--- src/rtl/fpdiv_ctrl.sv ---
// fpdiv_ctrl: valid/ready front end for the iterative f32 divider core (one pending slot, one result slot).
// Define FPDIV_CTRL_SPECIAL_EN to resolve IEEE special operands without running the core.
module fpdiv_ctrl #(
  parameter int unsigned TIMEOUT_CYCLES = 64,
  parameter logic [31:0] QNAN           = 32'h7FC00000
) (
  input  logic        clk,
  input  logic        reset_n,
  input  logic        req_valid,
  output logic        req_ready,
  input  logic [31:0] req_n,
  input  logic [31:0] req_d,
  input  logic [1:0]  req_rm,
  output logic        rsp_valid,
  input  logic        rsp_ready,
  output logic [31:0] rsp_q,
  output logic [2:0]  rsp_flags,
  output logic        core_start,
  output logic [31:0] core_n,
  output logic [31:0] core_d,
  output logic [1:0]  core_rm,
  output logic        core_abort,
  input  logic        core_done,
  input  logic [31:0] core_q
);

  localparam int unsigned     CNT_W    = $clog2(TIMEOUT_CYCLES);
  localparam logic [CNT_W-1:0] CNT_LAST = CNT_W'(TIMEOUT_CYCLES - 1);

  typedef enum logic [0:0] {IDLE, RUN} state_e;

  typedef struct packed {
    logic        hit;
    logic [2:0]  flags;
    logic [31:0] q;
  } special_t;

  state_e           state_q, state_d;
  logic             pend_valid_q, pend_valid_d;
  logic [31:0]      pend_n_q, pend_n_d;
  logic [31:0]      pend_d_q, pend_d_d;
  logic [1:0]       pend_rm_q, pend_rm_d;
  logic [CNT_W-1:0] cnt_q, cnt_d;
  logic             core_start_q, core_start_d;
  logic             core_abort_q, core_abort_d;
  logic [31:0]      core_n_q, core_n_d;
  logic [31:0]      core_d_q, core_d_d;
  logic [1:0]       core_rm_q, core_rm_d;
  logic             rsp_valid_q, rsp_valid_d;
  logic [31:0]      rsp_q_q, rsp_q_d;
  logic [2:0]       rsp_flags_q, rsp_flags_d;
  logic             spc_valid_q, spc_valid_d;
  logic [31:0]      spc_q_q, spc_q_d;
  logic [2:0]       spc_flags_q, spc_flags_d;

  logic     accept;
  logic     slot_free;
  logic     issue;
  special_t spc;

`ifdef FPDIV_CTRL_SPECIAL_EN
  // Priority: invalid first, then divide-by-zero, then exact zero, then exact infinity.
  function automatic special_t classify(input logic [31:0] n, input logic [31:0] d);
    special_t r;
    logic     s, n_nan, d_nan, n_inf, d_inf, n_zero, d_zero;
    s      = n[31] ^ d[31];
    n_nan  = (n[30:23] == 8'hFF) && (n[22:0] != 23'h0);
    d_nan  = (d[30:23] == 8'hFF) && (d[22:0] != 23'h0);
    n_inf  = (n[30:23] == 8'hFF) && (n[22:0] == 23'h0);
    d_inf  = (d[30:23] == 8'hFF) && (d[22:0] == 23'h0);
    n_zero = (n[30:0] == 31'h0);
    d_zero = (d[30:0] == 31'h0);
    r      = '0;
    if (n_nan || d_nan || (n_zero && d_zero) || (n_inf && d_inf)) begin
      r.hit   = 1'b1;
      r.flags = 3'b001;
      r.q     = QNAN;
    end else if (d_zero) begin
      r.hit   = 1'b1;
      r.flags = 3'b010;
      r.q     = {s, 8'hFF, 23'h0};
    end else if (n_zero || d_inf) begin
      r.hit   = 1'b1;
      r.q     = {s, 31'h0};
    end else if (n_inf) begin
      r.hit   = 1'b1;
      r.q     = {s, 8'hFF, 23'h0};
    end
    return r;
  endfunction

  assign spc = classify(pend_n_q, pend_d_q);
`else
  assign spc = '0;
`endif

  assign accept    = req_valid & ~pend_valid_q;
  assign slot_free = ~rsp_valid_q | rsp_ready;

  always_comb begin
    state_d      = state_q;
    pend_valid_d = pend_valid_q;
    pend_n_d     = pend_n_q;
    pend_d_d     = pend_d_q;
    pend_rm_d    = pend_rm_q;
    cnt_d        = cnt_q;
    core_start_d = 1'b0;
    core_abort_d = 1'b0;
    core_n_d     = core_n_q;
    core_d_d     = core_d_q;
    core_rm_d    = core_rm_q;
    rsp_valid_d  = rsp_valid_q & ~rsp_ready;
    rsp_q_d      = rsp_q_q;
    rsp_flags_d  = rsp_flags_q;
    spc_valid_d  = 1'b0;
    spc_q_d      = spc_q_q;
    spc_flags_d  = spc_flags_q;
    issue        = 1'b0;

    case (state_q)
      IDLE: begin
        cnt_d = '0;
        if (pend_valid_q && slot_free && !spc_valid_q) begin
          issue = 1'b1;
          if (spc.hit) begin
            spc_valid_d = 1'b1;
            spc_q_d     = spc.q;
            spc_flags_d = spc.flags;
          end else begin
            core_n_d     = pend_n_q;
            core_d_d     = pend_d_q;
            core_rm_d    = pend_rm_q;
            core_start_d = 1'b1;
            state_d      = RUN;
          end
        end
      end
      RUN: begin
        cnt_d = cnt_q + CNT_W'(1);
        if (core_done) begin
          rsp_valid_d = 1'b1;
          rsp_q_d     = core_q;
          rsp_flags_d = 3'b000;
          cnt_d       = '0;
          state_d     = IDLE;
        end else if (cnt_q == CNT_LAST) begin
          core_abort_d = 1'b1;
          rsp_valid_d  = 1'b1;
          rsp_q_d      = QNAN;
          rsp_flags_d  = 3'b100;
          cnt_d        = '0;
          state_d      = IDLE;
        end
      end
      default: begin
        cnt_d   = '0;
        state_d = IDLE;
      end
    endcase

    // The special stage only ever fires after the slot was seen free with IDLE held.
    if (spc_valid_q) begin
      rsp_valid_d = 1'b1;
      rsp_q_d     = spc_q_q;
      rsp_flags_d = spc_flags_q;
    end

    if (accept) begin
      pend_valid_d = 1'b1;
      pend_n_d     = req_n;
      pend_d_d     = req_d;
      pend_rm_d    = req_rm;
    end else if (issue) begin
      pend_valid_d = 1'b0;
    end
  end

  always_ff @(posedge clk or negedge reset_n) begin
    if (!reset_n) begin
      state_q      <= IDLE;
      pend_valid_q <= 1'b0;
      pend_n_q     <= '0;
      pend_d_q     <= '0;
      pend_rm_q    <= '0;
      cnt_q        <= '0;
      core_start_q <= 1'b0;
      core_abort_q <= 1'b0;
      core_n_q     <= '0;
      core_d_q     <= '0;
      core_rm_q    <= '0;
      rsp_valid_q  <= 1'b0;
      rsp_q_q      <= '0;
      rsp_flags_q  <= '0;
      spc_valid_q  <= 1'b0;
      spc_q_q      <= '0;
      spc_flags_q  <= '0;
    end else begin
      state_q      <= state_d;
      pend_valid_q <= pend_valid_d;
      pend_n_q     <= pend_n_d;
      pend_d_q     <= pend_d_d;
      pend_rm_q    <= pend_rm_d;
      cnt_q        <= cnt_d;
      core_start_q <= core_start_d;
      core_abort_q <= core_abort_d;
      core_n_q     <= core_n_d;
      core_d_q     <= core_d_d;
      core_rm_q    <= core_rm_d;
      rsp_valid_q  <= rsp_valid_d;
      rsp_q_q      <= rsp_q_d;
      rsp_flags_q  <= rsp_flags_d;
      spc_valid_q  <= spc_valid_d;
      spc_q_q      <= spc_q_d;
      spc_flags_q  <= spc_flags_d;
    end
  end

  assign req_ready  = ~pend_valid_q;
  assign rsp_valid  = rsp_valid_q;
  assign rsp_q      = rsp_q_q;
  assign rsp_flags  = rsp_flags_q;
  assign core_start = core_start_q;
  assign core_abort = core_abort_q;
  assign core_n     = core_n_q;
  assign core_d     = core_d_q;
  assign core_rm    = core_rm_q;

endmodule

--- config.mk ---
export PLATFORM = sky130hd
export DESIGN_NAME = fpdiv_ctrl
export DESIGN_NICKNAME = d
export VERILOG_FILES = /design/src/rtl/fpdiv_ctrl.sv
export SDC_FILE = /design/constraint.sdc
export NUM_CORES = 1
export LEC_CHECK = 0
export ABC_AREA = 1
export CORE_MARGIN = 3
export CORE_UTILIZATION = 47
export CTS_CLUSTER_DIAMETER = 30
export DETAILED_ROUTE_END_ITERATION = 10
export PLACE_DENSITY_LB_ADDON = 0.3
export SYNTH_ARGS = -nofsm -noshare
export SYNTH_HDL_FRONTEND = slang
export SYNTH_SLANG_ARGS = --single-unit
export TNS_END_PERCENT = 10
--- constraint.sdc ---
create_clock -name clk -period 1.5 [get_ports clk]
set_input_delay 0.225 -clock clk [delete_from_list [all_inputs] [get_ports clk]]
set_output_delay 0.225 -clock clk [all_outputs]
set_load 0.05 [all_outputs]
**Word level (Yosys, flattened, before mapping)**

Index checks and enable logic that the tools add are counted.

- Register bits after elaboration: 178
- Bits of input ports: 103
- Output and inout bits: 105
- Logic and storage cells: 50

- Add/subtract/negate cells: 1
- Equal/unequal tests: 1
- Multiplexer cells: 22
- Bitwise logic cells: 7
- Reductions and logical operators: 5

Operators by type and width:

| kind | number |
|---|---|
| 32-bit 2-to-1 mux | 3 |
| 1-bit 2-to-1 mux | 12 |
| 6-bit 2-to-1 mux | 2 |
| 6-bit one-hot mux with 2 select lines | 1 |
| 3-bit 2-to-1 mux | 3 |
| 6-bit by 1-bit adder with 6-bit output, second input constant | 1 |
| 6-bit equality test, second input constant | 1 |
| 1-bit inverter | 4 |
| 2-bit AND reduction | 2 |
| 2-bit nonzero test | 2 |
| 1-bit AND | 2 |
| 1-bit one-hot mux with 2 select lines | 1 |
| 1-bit logical AND | 1 |
| 1-bit bitwise OR | 1 |

**Logic depth before layout (Yosys ltp)**

Gate-level depths: netlist of the first run.

- Depth after elaboration: 7
- Gate-level depth with buffers: 7
- Depth with buffers taken out: 6

**Least setup slack after synthesis of the first run**

OpenSTA, ideal clock, no wires.

- Kind: register to register
- From: register rsp_valid_q (netlist: rsp_valid)
- To: register core_d_q[10] (netlist: core_d[10])
- Library setup time: 0.083 ns
- Arrival: 1.379 ns
- Required time: 1.417 ns
- Path slack: 0.039 ns
- Cell stages (with the launch flop): 8
- Cell sequence: dfrtp_1 > inv_1 > or2_4 > nand2_4 > buf_6 > buf_6 > nand2_1 > o21ai_0

- Longest elaborated chain between the ends: 4

RTL lines:

| element | line | RTL |
|---|---|---|
| start: declaration | 49 | `logic rsp_valid_q, rsp_valid_d;` |
| start signal: assignment | 209 | `rsp_valid_q <= rsp_valid_d;` |
| 1-bit inverter | 98 | `assign slot_free = ~rsp_valid_q \| rsp_ready;` |
| 1-bit bitwise OR | 98 |  |
| 1-bit logical AND | 123 | `if (pend_valid_q && slot_free && !spc_valid_q) begin` |
| 2-bit AND reduction (no line) | -- |  |
| end signal: assignment | 207 | `core_d_q <= core_d_d;` |
| end: declaration | 47 | `logic [31:0] core_d_q, core_d_d;` |

Every way passes these cells.
A chain may end at the register's enable or synchronous reset.

**Worst setup path after layout of the first run**

- From: register pend_valid_q
- To: output port req_ready

- Longest elaborated chain between the ends: 1

RTL lines:

| element | line | RTL |
|---|---|---|
| start: declaration | 39 | `logic pend_valid_q, pend_valid_d;` |
| start signal: assignment | 199 | `pend_valid_q <= pend_valid_d;` |
| 1-bit inverter | 218 | `assign req_ready = ~pend_valid_q;` |
| end: declaration | 10 | `output logic req_ready,` |

Every way passes these cells.

==> results of run 1 <==
## timing repair
item	in CTS	in global routing
setup endpoints to repair	1	50
gates resized for setup	4	5
hold buffers	1	0
endpoints found under the hold margin	39	0
pin swaps	0	1
gates cloned	1	0
buffers inserted	0	1
## registers in the layout, indices dropped and copies added, names as in the netlist, 2 cells and up
name,cells
pend_d_q,32
cnt_q,6
core_n,32
core_d,32
pend_n_q,32
pend_rm_q,2
core_rm,2
rsp_q,32
## per-stage QoR
stage / TNS (ns) / total power [W]
after global placement: -0.969 / 0.0199
after floorplan: 0 / 0.0159
after CTS: 0 / 0.0252
after global routing: -0.00992 / 0.0264
after detailed placement: -2.90 / 0.0203
final: 0 / 0.0250
## worst paths after layout
check | startpoint | endpoint | cells past startpoint
min in group clk | core_q[15] | rsp_q[15] | 3
hold reg to reg | cnt_q[0] | cnt_q[0] | 1
setup reg to reg | cnt_q[0] | rsp_q[3] | 7
max in group asynchronous | reset_n | rsp_q[1] | 3
setup / recovery | pend_valid_q | req_ready | 3
hold / removal | reset_n | core_d[10] | 2
## layout make-up
cell class | instances | area, um^2 | area share
inverters | 46 | 178 | 0.0180
flip-flops and latches | 176 | 4400 | 0.447
clock inverters | 13 | 185 | 0.0188
well taps | 180 | 225 | 0.0229
multi-input cells | 464 | 2060 | 0.209
repair buffers | 233 | 2360 | 0.239
clock buffers | 19 | 443 | 0.0450
## cells by family after synthesis
group                    Yosys count  synth area share
buffers and inverters             88            0.0649
flip-flops                       176             0.640
AO/OA/AOI/OAI                     80            0.0624
XOR/XNOR                           1           0.00127
adder cells (fa/ha/maj)            1           0.00182
AND/OR/NAND/NOR                  380             0.229
other                              1          0.000545
## power groups by stage
stage,combinational (W),sequential (W),clock [W]
after floorplan,0.00355,0.0124,0
after global placement,0.0118,0.00814,0
after CTS,0.0123,0.00818,0.00473
after detailed placement,0.0121,0.00821,0
final,0.0121,0.00818,0.00465
after global routing,0.0130,0.00842,0.00495
## layout by cell type (no fill, tap or decap), types with 2 or more instances in the layout
cell               n
conb_1             2
o21ai_1           23
clkbuf_16         17
o21bai_4           2
or2_2              9
inv_4              2
clkinv_2           3
nand2_4            2
nand3_1           73
clkinvlp_4         4
buf_4            103
inv_1             43
nand2_1          245
nor2_1            46
bufinv_16          4
clkdlybuf4s50_1  101
o21ai_0           15
dfrtp_1          176
a21oi_1           37
buf_12            26
## routing by layer
layer / vias to the layer above / part of all wire / routed length, um
met2: 174 / 0.48 / 8140
li1: 2710 / - / -
met4: 0 / 0.016 / 277
met3: 21 / 0.060 / 1010
met1: 2648 / 0.44 / 7420
met5: - / 0 / 0
==> impl_metrics.csv, run 1 <==
group,metric,value,unit
timing,holdWs,0.318,ns
grt,met3_usage,0.0468,
die,die-area,16100,um^2
detailed_routing,vias,5553,
synth,yosys-top-cells-count,"246 x nand2_1, 176 x dfrtp_1, 73 x nand3_1",
synth,yosysWarnings,0,
synth,synth.avg_cell_area,9.46,um^2
placed_design,port_buffers,205,
cells_and_area,n_fill_cell,1066,
grt,grt_util_all_layers,0.216,
cells_and_area,final_nets,1042,
clock_tree,clk_latency,0.43,ns
timing,drv_slew,0,
clock_tree,clock_path_buffers,2,
detailed_routing,ant_nets,0,
die,die_w,127,um
grt,grtUsageMet2,0.353,
worst_hold_path,worst_hold_path_type,"input pin to asynchronous set/reset pin",
synth,seq_area_frac_synth,0.640,
die,core_area,14100,um^2
placed_design,post-place-cells,1096,
grt,overflow,0,
detailed_routing,drc,0,
timing,fin_crit_sh,0.969,
detailed_routing,wirelength,16800,um
pwr,power.density,2540,nW/um^2
synth,synthCells,727,
worst_setup_path,critPathTopFamily,"buffers and inverters",
status,outcome,"complete, no violations",
clock_tree,clkTransAtPathRegs,0.06,ns
synth,async_flop_share,1.00,
detailed_routing,wire_per_inst,14.9,um
synth,synth_edf_count,0,
synth,synth_seq_cells,176,
synth,yosysTopAreaCell,"dfrtp_1",
grt,grt_max_degree,47,
pwr,p_clk_frac,0.186,
pwr,p_leak,5.03,nW
grt,busiest_layer,"met2",
worst_setup_path,critPathKind,"flip-flop to output port",
timing,fmax,0.688,GHz
cells_and_area,final_core_util,0.699,
cells_and_area,final_cells,1131,
worst_setup_path,cp_slowest_cell,"dfrtp_1",
grt,grt_pass1_wl,27600,um
worst_setup_path,r2r_slack,0.17,ns
timing,setup_viol,0,
cells_and_area,fin_area,9850,um^2
pwr,sw_frac_of_total,0.445,
worst_setup_path,critical_path.max_stage_delay,0.39,ns
synth,synth_area_leaders,"dfrtp_1 64%, nand2_1 13%, nand3_1 5.3%, a21oi_1 2.7%, nor2_1 2.5%",
clock_tree,cts_made_buffers,17,
detailed_routing,viasPerCell,4.91,
synth,ys_types,28,
worst_setup_path,worst_ep_required_time,1.27,ns
pwr,internal_power,0.0139,W
timing,finalHoldViolCount,0,
clock_tree,cts_tree,"built",
timing,setup_ws,0.0471,ns
grt,grt_pass1_vias,5484,
timing,fin_skew,0.0144,ns
worst_setup_path,end_kind,"output port",
worst_setup_path,cp_num_buf_inv,3,
placed_design,place_ws,-0.115,ns
cells_and_area,drive_gt1_frac,0.193,
pwr,peakVddDrop,0.00127,V
grt,antenna_found_initial,0,
die,fp-row-count,43,
die,initial_core_util,0.488,
clock_tree,clockRootBuffer,"clkbuf_16",
clock_tree,htree_levels,4,
cells_and_area,antennaDiodeCount,0,
worst_setup_path,crit_top_cell,"buf_12",
detailed_routing,dr.pass1.iters,5,
die,ios,208,
pwr,comb_power_share,0.486,
detailed_routing,drt-initial-drc-count,368,
synth,syn_area,6880,um^2
synth,synth_top_area_share,0.640,
pwr,power_switching,0.0111,W
synth,synth_top_flop_cell,"dfrtp_1",
clock_tree,cts.sinks,176,
worst_setup_path,crit_fanout,16,
timing,rsz0062_at_grt,"true",
die,die_y,127,um
placed_design,dp_hpwl,11900,um
synth,synth.most_common_cell,"nand2_1",
worst_setup_path,worstPathCellList,"inv_4, buf_12, buf_12",
timing,min_period,1.45,ns
pwr,seqPwrFrac,0.327,
cells_and_area,area_growth_syn_to_layout,43.2,%
run,cap_violations,0,
worst_setup_path,arrival,1.23,ns
placed_design,dpl-instance-area,9140,um^2
grt,met1_usage,0.286,
placed_design,routabilityCongestion,0.778,
worst_setup_path,startpoint_type,"flip-flop",
No activity file was read; power rests on OpenSTA's default activity.
==> inputs of run 2 (changes only) <==
--- a/config.mk
+++ b/config.mk
@@ -6,6 +6,7 @@
 export NUM_CORES = 1
 export LEC_CHECK = 0
 export ABC_AREA = 1
+export ABC_CLOCK_PERIOD_IN_PS = 1500
 export CORE_MARGIN = 3
 export CORE_UTILIZATION = 47
 export CTS_CLUSTER_DIAMETER = 30
==> results of run 2 <==
The final DEF is identical to that of run 1; final timing and power are the same.
